### config.mk
export PLATFORM = sky130hd
export DESIGN_NAME = frac_lut6_cfg_loader
export DESIGN_NICKNAME = d
export VERILOG_FILES = /design/src/rtl/frac_lut_cfg_pkg.sv /design/src/rtl/frac_lut_cfg_shadow.sv /design/src/rtl/frac_lut6_cfg_loader.sv
export SDC_FILE = /design/constraint.sdc
export NUM_CORES = 1
export LEC_CHECK = 0
export ABC_AREA = 1
export CORE_ASPECT_RATIO = 0.75
export CORE_UTILIZATION = 51
export CTS_CLUSTER_DIAMETER = 100
export DETAILED_ROUTE_END_ITERATION = 7
export GPL_TIMING_DRIVEN = 0
export PLACE_DENSITY = 0.88
export SYNTH_ARGS = -nofsm -noshare
export SYNTH_HDL_FRONTEND = slang
export SYNTH_HIERARCHICAL = 1
export SYNTH_SLANG_ARGS = --single-unit
### constraint.sdc
create_clock -name prog_clk -period 4.8 [get_ports prog_clk]
set_clock_uncertainty 0.15 [all_clocks]
set_input_delay 0.96 -clock prog_clk [delete_from_list [all_inputs] [get_ports prog_clk]]
set_output_delay 0.96 -clock prog_clk [all_outputs]
set_load 0.03 [all_outputs]
### src/rtl/frac_lut_cfg_pkg.sv
// Shared constants and state encoding for the fractured LUT6 configuration loader.
package frac_lut_cfg_pkg;
  localparam int LUT_SIZE   = 6;
  localparam int SRAM_W     = 2**LUT_SIZE;
  localparam int MODE_W     = 2;
  localparam int FRAME_W    = SRAM_W + MODE_W + 1;
  localparam int CNT_W      = $clog2(FRAME_W);
  localparam int MODE_BASE  = SRAM_W;
  localparam int PARITY_IDX = SRAM_W + MODE_W;

  typedef enum logic [1:0] {IDLE, LOAD, CHECK, READ} state_t;
endpackage

### src/rtl/frac_lut_cfg_shadow.sv
// Shadow frame register: one indexed bit written per cycle, with clear and running parity.
module frac_lut_cfg_shadow
  import frac_lut_cfg_pkg::*;
#(
  parameter int W = FRAME_W
) (
  input  logic             clk,
  input  logic             rst,
  input  logic             clr,
  input  logic             we,
  input  logic [CNT_W-1:0] idx,
  input  logic             d,
  output logic [0:W-1]     q,
  output logic             parity
);
  // Each index is written at most once per frame, so a toggle tracks XOR of the frame.
  always_ff @(posedge clk or posedge rst) begin
    if (rst) begin
      q      <= '0;
      parity <= 1'b0;
    end else if (clr) begin
      q      <= '0;
      parity <= 1'b0;
    end else if (we) begin
      parity <= parity ^ d;
      for (int i = 0; i < W; i++)
        if (idx == CNT_W'(i)) q[i] <= d;
    end
  end
endmodule

### src/rtl/frac_lut6_cfg_loader.sv
// Serial config loader for the fractured LUT6: shadow load, parity check, atomic commit, readback.
module frac_lut6_cfg_loader
  import frac_lut_cfg_pkg::*;
#(
  parameter int PARITY_EN = 1
) (
  input  logic              prog_clk,
  input  logic              pReset,
  input  logic              cfg_start,
  input  logic              cfg_abort,
  input  logic              cfg_valid,
  input  logic              cfg_bit,
  output logic              cfg_ready,
  output logic              cfg_done,
  output logic              cfg_err,
  output logic              busy,
  input  logic              rb_start,
  input  logic              rb_ready,
  output logic              rb_valid,
  output logic              rb_bit,
  output logic [0:SRAM_W-1] sram,
  output logic [0:SRAM_W-1] sram_inv,
  output logic [0:MODE_W-1] mode,
  output logic [0:MODE_W-1] mode_inv
);
  localparam int FW = SRAM_W + MODE_W + PARITY_EN;
  localparam logic [CNT_W-1:0] LAST = CNT_W'(FW - 1);

  state_t           state, state_nxt;
  logic [CNT_W-1:0] cnt, cnt_nxt, rb_cnt, rb_cnt_nxt;
  logic             ld_acc, sh_clr, sh_par, perr, commit;
  logic [0:FW-1]    sh_q, act_frame;

  frac_lut_cfg_shadow #(.W(FW)) u_shadow (
    .clk    (prog_clk),
    .rst    (pReset),
    .clr    (sh_clr),
    .we     (ld_acc),
    .idx    (cnt),
    .d      (cfg_bit),
    .q      (sh_q),
    .parity (sh_par)
  );

  // Readback parity slot is recomputed from the active config, not stored.
  if (PARITY_EN != 0) begin : g_par
    assign act_frame = {sram, mode, ^{sram, mode}};
  end else begin : g_nopar
    assign act_frame = {sram, mode};
  end

  assign perr   = (PARITY_EN != 0) && sh_par;
  assign commit = (state == CHECK) && !perr;

  always_comb begin
    state_nxt  = state;
    cnt_nxt    = cnt;
    rb_cnt_nxt = rb_cnt;
    ld_acc     = 1'b0;
    sh_clr     = 1'b0;
    unique case (state)
      IDLE: begin
        if (cfg_start) begin
          state_nxt = LOAD;
          cnt_nxt   = '0;
          sh_clr    = 1'b1;
        end else if (rb_start) begin
          state_nxt  = READ;
          rb_cnt_nxt = '0;
        end
      end
      LOAD: begin
        if (cfg_abort) begin
          state_nxt = IDLE;
        end else if (cfg_valid && cfg_ready) begin
          ld_acc = 1'b1;
          if (cnt == LAST) state_nxt = CHECK;
          else             cnt_nxt   = cnt + 1'b1;
        end
      end
      CHECK: state_nxt = IDLE;
      READ: begin
        if (rb_valid && rb_ready) begin
          if (rb_cnt == LAST) state_nxt  = IDLE;
          else                rb_cnt_nxt = rb_cnt + 1'b1;
        end
      end
      default: state_nxt = IDLE;
    endcase
  end

  always_ff @(posedge prog_clk or posedge pReset) begin
    if (pReset) begin
      state     <= IDLE;
      cnt       <= '0;
      rb_cnt    <= '0;
      cfg_ready <= 1'b0;
      cfg_done  <= 1'b0;
      cfg_err   <= 1'b0;
      busy      <= 1'b0;
      rb_valid  <= 1'b0;
      rb_bit    <= 1'b0;
      sram      <= '0;
      sram_inv  <= '1;
      mode      <= '0;
      mode_inv  <= '1;
    end else begin
      state     <= state_nxt;
      cnt       <= cnt_nxt;
      rb_cnt    <= rb_cnt_nxt;
      cfg_ready <= (state_nxt == LOAD);
      busy      <= (state_nxt != IDLE);
      rb_valid  <= (state_nxt == READ);
      rb_bit    <= (state_nxt == READ) ? act_frame[rb_cnt_nxt] : 1'b0;
      cfg_done  <= commit;
      cfg_err   <= (state == CHECK) && perr;
      if (commit) begin
        sram     <= sh_q[0:SRAM_W-1];
        sram_inv <= ~sh_q[0:SRAM_W-1];
        mode     <= sh_q[MODE_BASE +: MODE_W];
        mode_inv <= ~sh_q[MODE_BASE +: MODE_W];
      end
    end
  end
endmodule

==> results of run 1 <==
## routing by layer
layer / vias up / track usage (%) / routed length, um
met5: - / 0 / 0
met4: 0 / 12.1 / 1380
met3: 125 / 8.50 / 4620
met2: 746 / 49.6 / 16700
met1: 5389 / 44.1 / 15100
li1: 5291 / - / -
## power by group through the flow
stage,logic [uW],clock network [uW],registers [uW]
finish,2250,1980,2510
global route,2410,2070,2540
CTS,2230,2000,2500
detailed placement,2210,0,2530
global placement,2150,0,2520
floorplan,935,0,2970
## critical path, delay by kind of cell
| family | cells | cell delay (ps) |
|---|---|---|
| simple gates | 7 | 740 |
| compound gates | 2 | 660 |
| xor+xnor | 1 | 190 |
| buf+inv | 3 | 750 |
## worst max path at each step
| stage | startpoint | end | slack (ps) | cells after the start |
|---|---|---|---|---|
| 2_1_floorplan | pReset | busy$_DFF_PP0_ | 1800 | 1 |
| 3_3_place_gp | pReset | rb_valid$_DFF_PP0_ | 470 | 2 |
| 3_5_place_dp | rb_ready | rb_bit$_DFF_PP0_ | 1340 | 13 |
| 4_1_cts | rb_ready | rb_bit$_DFF_PP0_ | 1870 | 13 |
| 5_1_grt | rb_ready | rb_bit$_DFF_PP0_ | 1600 | 13 |
| 6_report | rb_ready | rb_bit$_DFF_PP0_ | 1740 | 13 |
## layout by cell type, fill, tap and decap left out, types with 13 or more instances in the layout
cell	instances
clkbuf_16	25
nand2_1	713
o21a_1	66
nor2_2	13
dfstp_2	66
xor2_1	14
xnor2_1	13
clkdlybuf4s50_1	145
clkbuf_1	25
dfrtp_1	155
nor2_1	53
buf_2	28
inv_1	171
o21ai_0	45
nand3_1	154
## area by class of cell
| type | instances | area (um^2) |
|---|---|---|
| Buffer | 59 | 305 |
| Timing Repair Buffer | 149 | 1530 |
| Multi-Input combinational cell | 1128 | 5170 |
| Clock inverter | 8 | 141 |
| Tap cell | 294 | 368 |
| Fill cell | 1767 | 7820 |
| Antenna cell | 1 | 2.50 |
| Inverter | 182 | 692 |
| Clock buffer | 33 | 706 |
| Sequential cell | 221 | 5610 |
## registers in the layout, summed over array words and instances (netlist names), 2 cells and up
register    flops
mode_inv        2
sram           64
mode            2
rb_cnt          7
sram_inv       64
cnt             7
state           2
u_shadow/q     66
## metrics by stage
| stage | hold WS (ps) | cells | util (%) | area, um^2 | power, uW |
|---|---|---|---|---|---|
| after floorplan | 318 | 1590 | - | 11800 | 3900 |
| final | 385 | 2075 | 65.0 | 14500 | 6740 |
| after global placement | 346 | 2029 | 60.8 | 13600 | 4670 |
| after detailed placement | 367 | 2033 | 61.2 | 13700 | 4740 |
| after CTS | 388 | 2074 | 65.0 | 14500 | 6730 |
| after global routing | 390 | 2074 | 65.0 | 14500 | 7010 |
==> flow_summary.html, run 1 <==
<table>
<tr><th>Metric</th><th>Value</th></tr>
<tr><th colspan="2">Run status</th></tr>
<tr><td>Result of the run</td><td>finished, final reports clean</td></tr>
<tr><th colspan="2">Global routing</th></tr>
<tr><td>Wire length of the first global-routing pass</td><td>59.3 mm</td></tr>
<tr><td>GR Util All Layers</td><td>32.4%</td></tr>
<tr><td>Pin count of the biggest net entering global routing</td><td>68</td></tr>
<tr><td>Initial antenna violation count</td><td>1</td></tr>
<tr><td>Vias in the first global route</td><td>11000</td></tr>
<tr><td>Overflow left after global routing</td><td>0</td></tr>
<tr><th colspan="2">Timing</th></tr>
<tr><td>Setup repair after global routing missed its margin</td><td>no</td></tr>
<tr><td>Final Critical Period</td><td>3060 ps</td></tr>
<tr><td>Tightest slew margin relative to the limit</td><td>41.5%</td></tr>
<tr><td>Max Clock Freq</td><td>327 MHz</td></tr>
<tr><td>Total Neg Setup Slack</td><td>0 ps</td></tr>
<tr><td>Pins Over Slew Limit</td><td>0</td></tr>
<tr><td>Worst path setup slack after routing</td><td>1740 ps</td></tr>
<tr><td>Slew of the pin with the lowest slew margin</td><td>877 ps</td></tr>
<tr><td>Fin. Hold Viols</td><td>0</td></tr>
<tr><td>Post-route fraction of the period consumed by the critical path</td><td>63.7%</td></tr>
<tr><td>Final count of negative-setup-slack endpoints</td><td>0</td></tr>
<tr><th colspan="2">Hold path</th></tr>
<tr><td>Worst min-delay path category</td><td>reg -&gt; reg</td></tr>
<tr><td>Startpoint of the tightest hold check path</td><td>sram_inv[8]$_DFFE_PP1P_</td></tr>
<tr><td>Hold Path Depth</td><td>1</td></tr>
<tr><td>Terminating pin of the worst hold path</td><td>sram_inv[8]$_DFFE_PP1P_</td></tr>
<tr><th colspan="2">Detailed routing</th></tr>
<tr><td>Router iterations before antenna repair</td><td>6</td></tr>
<tr><td>Total number of vias</td><td>11600</td></tr>
<tr><td>DRT antenna net count</td><td>0</td></tr>
<tr><td>Drt initial violations</td><td>1428</td></tr>
<tr><td>Routed wirelength normalized by instance count</td><td>18.2 um</td></tr>
<tr><td>Final routed DRC violation total</td><td>0</td></tr>
<tr><td>Average via count per standard cell</td><td>5.57</td></tr>
<tr><td>Aggregate routed wire length</td><td>37.7 mm</td></tr>
<tr><th colspan="2">Critical path</th></tr>
<tr><td>Startpoint of the worst register-to-register path</td><td>state[0]$_DFF_PP0_</td></tr>
<tr><td>R2R Setup Slk</td><td>1800 ps</td></tr>
<tr><td>Startpoint-to-endpoint class of the critical path</td><td>in -&gt; reg</td></tr>
<tr><td>Startpoint kind of the worst setup timing path</td><td>input port</td></tr>
<tr><td>Reg2Reg Depth</td><td>15</td></tr>
<tr><td>Critical-path cell list</td><td>clkdlybuf4s50_1, nand2_1, inv_1, nand2_1, nor3_2, xor2_1, nand2_1, o21ai_1, inv_1, nand3_1, nand3_1, a21oi_1, nor2_1</td></tr>
<tr><td>Max stage delay cell, worst path</td><td>o21ai_1</td></tr>
<tr><td>Worst r2r dst</td><td>rb_bit$_DFF_PP0_</td></tr>
<tr><td>CP most frequent cell</td><td>nand2_1</td></tr>
<tr><td>Required time of the worst setup path</td><td>5050 ps</td></tr>
<tr><td>Slowest cell delay on critical path</td><td>480 ps</td></tr>
<tr><td>Data arrival time of the critical path</td><td>3310 ps</td></tr>
<tr><td>Type of destination of the critical path</td><td>flop</td></tr>
<tr><td>Max FO, Critical Path</td><td>5</td></tr>
<tr><th colspan="2">Clocking</th></tr>
<tr><td>TritonCTS clock tree</td><td>yes</td></tr>
<tr><td>Number of hold buffers added after CTS</td><td>0</td></tr>
<tr><td># Post-CTS Setup Buffers</td><td>0</td></tr>
<tr><td>Library cell used as clock root buffer</td><td>clkbuf_16</td></tr>
<tr><td>Clock buffer depth</td><td>3</td></tr>
<tr><td>Clock-pin slew on the worst setup and hold paths</td><td>70 ps</td></tr>
<tr><td>H-tree levels</td><td>1</td></tr>
<tr><td>Cts repair resizes</td><td>0</td></tr>
<tr><td>CTS Sinks</td><td>221</td></tr>
<tr><td>Clock Latency Late Sink</td><td>520 ps</td></tr>
<tr><td>Cts bufs inserted</td><td>23</td></tr>
<tr><th colspan="2">Finish</th></tr>
<tr><td>Area grow syn2layout</td><td>23.4%</td></tr>
<tr><td>Number of nets in the finished design</td><td>1780</td></tr>
<tr><td>Layout cell share with drive strength beyond 1</td><td>10.3%</td></tr>
<tr><th colspan="2">Power</th></tr>
<tr><td>Combinational fraction of design power</td><td>33.4%</td></tr>
<tr><td>Sequential power share</td><td>37.2%</td></tr>
<tr><td>Leakage component of the power</td><td>0.00753 uW</td></tr>
<tr><td>Internal Dissipation</td><td>4320 uW</td></tr>
<tr><td>Peak supply drop</td><td>0.257 mV</td></tr>
<tr><td>Clk network pwr share</td><td>29.4%</td></tr>
<tr><td>Sw Ratio</td><td>36.0%</td></tr>
<tr><td>Total power density per cell area</td><td>464 mW/mm^2</td></tr>
<tr><td>Net switching power</td><td>2430 uW</td></tr>
<tr><th colspan="2">Die</th></tr>
<tr><td>Core area</td><td>0.0223 mm^2</td></tr>
<tr><td>Total Die Area</td><td>0.0237 mm^2</td></tr>
<tr><td>Ports placed on the boundary</td><td>146</td></tr>
<tr><td>Starting density of the core</td><td>52.7%</td></tr>
<tr><td>Horizontal die dimension</td><td>177 um</td></tr>
<tr><td>Core Rows</td><td>47</td></tr>
<tr><td>Height of the die</td><td>134 um</td></tr>
<tr><th colspan="2">Yosys</th></tr>
<tr><td>Yosys warnings</td><td>6</td></tr>
<tr><td>Mapped cell area</td><td>0.0118 mm^2</td></tr>
<tr><td>Post-synthesis instance total</td><td>1590</td></tr>
<tr><td>Post-synthesis net count</td><td>1606</td></tr>
<tr><td>Synthesized area per cell</td><td>7.40 um^2</td></tr>
<tr><th colspan="2">Placement</th></tr>
<tr><td>Number of input and output port buffers inserted</td><td>145</td></tr>
<tr><td>Pre-CTS setup slack</td><td>1340 ps</td></tr>
<tr><td>HPWL reported at the end of detailed placement</td><td>27.8 mm</td></tr>
<tr><td>Routability Congestion</td><td>0.966</td></tr>
<tr><th colspan="2">Job</th></tr>
<tr><td>Number of max-capacitance violations reported</td><td>0</td></tr>
</table>
Power figures use the tool's default switching activity.
==> inputs of run 2 (changes only) <==
--- a/config.mk
+++ b/config.mk
@@ -7,11 +7,11 @@
 export LEC_CHECK = 0
 export ABC_AREA = 1
 export CORE_ASPECT_RATIO = 0.75
-export CORE_UTILIZATION = 51
+export CORE_UTILIZATION = 56
 export CTS_CLUSTER_DIAMETER = 100
 export DETAILED_ROUTE_END_ITERATION = 7
 export GPL_TIMING_DRIVEN = 0
-export PLACE_DENSITY = 0.88
+export PLACE_DENSITY = 0.91
 export SYNTH_ARGS = -nofsm -noshare
 export SYNTH_HDL_FRONTEND = slang
 export SYNTH_HIERARCHICAL = 1
==> constraint.sdc (replaced) <==
create_clock -name prog_clk -period 3.1 [get_ports prog_clk]
set_clock_uncertainty 0.15 [all_clocks]
set_input_delay 0.62 -clock prog_clk [delete_from_list [all_inputs] [get_ports prog_clk]]
set_output_delay 0.62 -clock prog_clk [all_outputs]
set_load 0.03 [all_outputs]
==> run 2 against run 1 <==
Utilization up 5.4 points. Sequential share of layout area up 0.36 points. Worst hold slack worse by 22 ps. Highest routed layer unchanged.
==> flow_summary.html, run 2 (synthesis results as in run 1) <==
<table>
<tr><th>Metric</th><th>Value</th></tr>
<tr><th colspan="2">Finish</th></tr>
<tr><td>Largest register FFs</td><td>66</td></tr>
<tr><td>Fill count</td><td>1560</td></tr>
<tr><td>Final standard cell count with taps included and fillers excluded</td><td>2061</td></tr>
<tr><td>Area of combinational cells with multiple inputs</td><td>0.00517 mm^2</td></tr>
<tr><td>Area grow syn2layout</td><td>22.3%</td></tr>
<tr><td>Post-route cell area</td><td>0.0144 mm^2</td></tr>
<tr><td>Layout cell share with drive strength beyond 1</td><td>10.2%</td></tr>
<tr><td>Most common cell after layout, fill and taps aside</td><td>nand2_1</td></tr>
<tr><td>Number of nets in the finished design</td><td>1779</td></tr>
<tr><td>Diodes inserted</td><td>0</td></tr>
<tr><td>Register bank with the most flops</td><td>u_shadow/q</td></tr>
<tr><td>Most frequent cells in the layout</td><td>nand2_1, inv_1, dfrtp_1, nand3_1, clkdlybuf4s50_1</td></tr>
<tr><td>Largest registers</td><td>u_shadow/q: 66 flops, sram: 64 flops, sram_inv: 64 flops</td></tr>
<tr><td>Sequential cell area</td><td>0.00561 mm^2</td></tr>
<tr><th colspan="2">Die</th></tr>
<tr><td>Height of the die</td><td>128 um</td></tr>
<tr><td>Starting density of the core</td><td>57.6%</td></tr>
<tr><td>Ports placed on the boundary</td><td>146</td></tr>
<tr><td>Core area</td><td>0.0204 mm^2</td></tr>
<tr><td>Core Rows</td><td>45</td></tr>
<tr><td>Total Die Area</td><td>0.0216 mm^2</td></tr>
<tr><td>Horizontal die dimension</td><td>169 um</td></tr>
<tr><th colspan="2">Power</th></tr>
<tr><td>Leakage component of the power</td><td>0.00747 uW</td></tr>
<tr><td>Final Total Pwr</td><td>10100 uW</td></tr>
<tr><td>Total power density per cell area</td><td>701 mW/mm^2</td></tr>
<tr><td>Sw Ratio</td><td>37.2%</td></tr>
<tr><td>Internal Dissipation</td><td>6340 uW</td></tr>
<tr><td>Net switching power</td><td>3750 uW</td></tr>
<tr><td>Combinational fraction of design power</td><td>34.7%</td></tr>
<tr><td>Peak supply drop</td><td>0.493 mV</td></tr>
<tr><td>Clk network pwr share</td><td>26.6%</td></tr>
<tr><td>Sequential power share</td><td>38.7%</td></tr>
<tr><th colspan="2">Detailed routing</th></tr>
<tr><td>Drt initial violations</td><td>1511</td></tr>
<tr><td>Router iterations before antenna repair</td><td>6</td></tr>
<tr><td>Routed wirelength normalized by instance count</td><td>18.0 um</td></tr>
<tr><td>DRT antenna net count</td><td>0</td></tr>
<tr><td>Final routed DRC violation total</td><td>0</td></tr>
<tr><td>Total number of vias</td><td>11600</td></tr>
<tr><td>Aggregate routed wire length</td><td>37.0 mm</td></tr>
<tr><td>Average via count per standard cell</td><td>5.62</td></tr>
<tr><th colspan="2">Timing</th></tr>
<tr><td>Tightest slew margin relative to the limit</td><td>43.4%</td></tr>
<tr><td>Fin. Hold Viols</td><td>0</td></tr>
<tr><td>Setup repair after global routing missed its margin</td><td>no</td></tr>
<tr><td>Total Neg Setup Slack</td><td>0 ps</td></tr>
<tr><td>Pins Over Slew Limit</td><td>0</td></tr>
<tr><td>Post-route fraction of the period consumed by the critical path</td><td>96.4%</td></tr>
<tr><td>Slew of the pin with the lowest slew margin</td><td>849 ps</td></tr>
<tr><td>Max Clock Freq</td><td>335 MHz</td></tr>
<tr><td>Worst path setup slack after routing</td><td>113 ps</td></tr>
<tr><td>Final Critical Period</td><td>2990 ps</td></tr>
<tr><td>Final count of negative-setup-slack endpoints</td><td>0</td></tr>
<tr><th colspan="2">Critical path</th></tr>
<tr><td>Max FO, Critical Path</td><td>10</td></tr>
<tr><td>Startpoint-to-endpoint class of the critical path</td><td>reg -&gt; reg</td></tr>
<tr><td>Type of destination of the critical path</td><td>flop</td></tr>
<tr><td>Startpoint kind of the worst setup timing path</td><td>flop</td></tr>
<tr><td>Data arrival time of the critical path</td><td>3250 ps</td></tr>
<tr><td>Required time of the worst setup path</td><td>3360 ps</td></tr>
<tr><td>Critical-path cell list</td><td>inv_1, ha_2, inv_2, o211ai_4, nand2_2, nand2_4, buf_6, nand2_1, nand3_1, nand3_1, nand3_1, nand3_1, nand3_1, a21oi_1, nor2_1</td></tr>
<tr><td>Slowest cell delay on critical path</td><td>450 ps</td></tr>
<tr><td>CP most frequent cell</td><td>nand3_1</td></tr>
<tr><td>Max stage delay cell, worst path</td><td>ha_2</td></tr>
<tr><th colspan="2">Hold path</th></tr>
<tr><td>Worst min-delay path category</td><td>reg -&gt; reg</td></tr>
<tr><th colspan="2">Clocking</th></tr>
<tr><td>Clock buffer depth</td><td>3</td></tr>
<tr><td>CTS Sinks</td><td>221</td></tr>
<tr><td>Number of hold buffers added after CTS</td><td>0</td></tr>
<tr><td>Clock Latency Late Sink</td><td>510 ps</td></tr>
<tr><td>Clock-pin slew on the worst setup and hold paths</td><td>60 ps</td></tr>
<tr><td>H-tree levels</td><td>1</td></tr>
<tr><td>Cts bufs inserted</td><td>22</td></tr>
<tr><td>TritonCTS clock tree</td><td>yes</td></tr>
<tr><td>Library cell used as clock root buffer</td><td>clkbuf_16</td></tr>
<tr><td># Post-CTS Setup Buffers</td><td>0</td></tr>
<tr><th colspan="2">Global routing</th></tr>
<tr><td>Overflow left after global routing</td><td>0</td></tr>
<tr><td>Initial antenna violation count</td><td>0</td></tr>
<tr><td>Pin count of the biggest net entering global routing</td><td>68</td></tr>
<tr><td>Wire length of the first global-routing pass</td><td>57.8 mm</td></tr>
<tr><td>GR Util All Layers</td><td>34.9%</td></tr>
<tr><td>Vias in the first global route</td><td>10700</td></tr>
<tr><th colspan="2">Job</th></tr>
<tr><td>Number of max-capacitance violations reported</td><td>0</td></tr>
<tr><th colspan="2">Placement</th></tr>
<tr><td>Pre-CTS setup slack</td><td>3.39 ps</td></tr>
<tr><td>Routability Congestion</td><td>0.943</td></tr>
<tr><td>Post-Place Cell Area</td><td>0.0137 mm^2</td></tr>
<tr><td>Number of input and output port buffers inserted</td><td>145</td></tr>
<tr><td>Instance count after placement with tap cells included</td><td>2021</td></tr>
<tr><td>HPWL reported at the end of detailed placement</td><td>27.6 mm</td></tr>
<tr><th colspan="2">Run status</th></tr>
<tr><td>Result of the run</td><td>finished, final reports clean</td></tr>
</table>
==> run 2: critical path, delay by kind of cell, from the launching register on <==
family / cells / cell delay, ps
simple gates: 9 / 1240
fa+ha+maj: 1 / 450
buf+inv: 3 / 400
flops: 1 / 390
compound gates: 2 / 260
==> run 2: area by class of cell <==
cell class	count	area share, %
tap	282	2.45
clock inverter	8	0.530
inverter	182	4.81
timing repair buffer	149	10.6
buffer	59	2.12
multi-input combinational	1128	35.9
sequential	221	39.0
clock buffer	32	4.52
==> run 2: what timing repair did <==
| action | in CTS | in global routing |
|---|---|---|
| gates resized for setup | 0 | 1 |
| setup endpoints to repair | 0 | 1 |
| endpoints found under the hold margin | 0 | 0 |
==> run 2: per-layer routing <==
layer / share of wire, % / track usage (%) / vias to the layer above
met4: 4.0 / 12.6 / 0
met3: 12 / 8.15 / 123
li1: - / - / 5275
met5: 0 / 0 / -
met2: 44 / 54.3 / 722
met1: 40 / 48.0 / 5468
==> run 2: per-stage QoR <==
stage               hold slack, ps  utilization, %
floorplan                      318               -
global placement               345            66.4
detailed placement             353            66.8
CTS                            370            70.4
global route                   392            70.4
finish                         363            70.4
==> run 2: power groups by stage <==
stage | Clock [uW] | Sequential, uW | Combinational, uW
4_1_cts | 2700 | 3880 | 3460
3_5_place_dp | 0 | 3920 | 3430
3_3_place_gp | 0 | 3910 | 3310
5_1_grt | 2830 | 3930 | 3730
2_1_floorplan | 0 | 4590 | 1450
6_report | 2690 | 3900 | 3500
==> run 2: final timing paths <==
path                                                 end                       start  cells after the start  slack, ps
max in group asynchronous       sram_inv[58]$_DFFE_PP1P_                      pReset                      5       1220
worst max-delay path                    rb_bit$_DFF_PP0_          state[1]$_DFF_PP0_                     15        110
worst max register to register          rb_bit$_DFF_PP0_          state[1]$_DFF_PP0_                     15        110
min in group asynchronous              cfg_err$_DFF_PP0_                      pReset                      2        480
worst min register to register      sram[31]$_DFFE_PP0P_  u_shadow/q[31]$_DFFE_PP0P_                      2        360
worst min-delay path                sram[31]$_DFFE_PP0P_  u_shadow/q[31]$_DFFE_PP0P_                      2        360
==> inputs of run 3 (changes only) <==
--- a/config.mk
+++ b/config.mk
@@ -8,7 +8,6 @@
 export ABC_AREA = 1
 export CORE_ASPECT_RATIO = 0.75
 export CORE_UTILIZATION = 56
-export CTS_CLUSTER_DIAMETER = 100
 export DETAILED_ROUTE_END_ITERATION = 7
 export GPL_TIMING_DRIVEN = 0
 export PLACE_DENSITY = 0.91
==> results of run 3 <==
No change in the layout: final DEF, timing and power equal those of run 2.
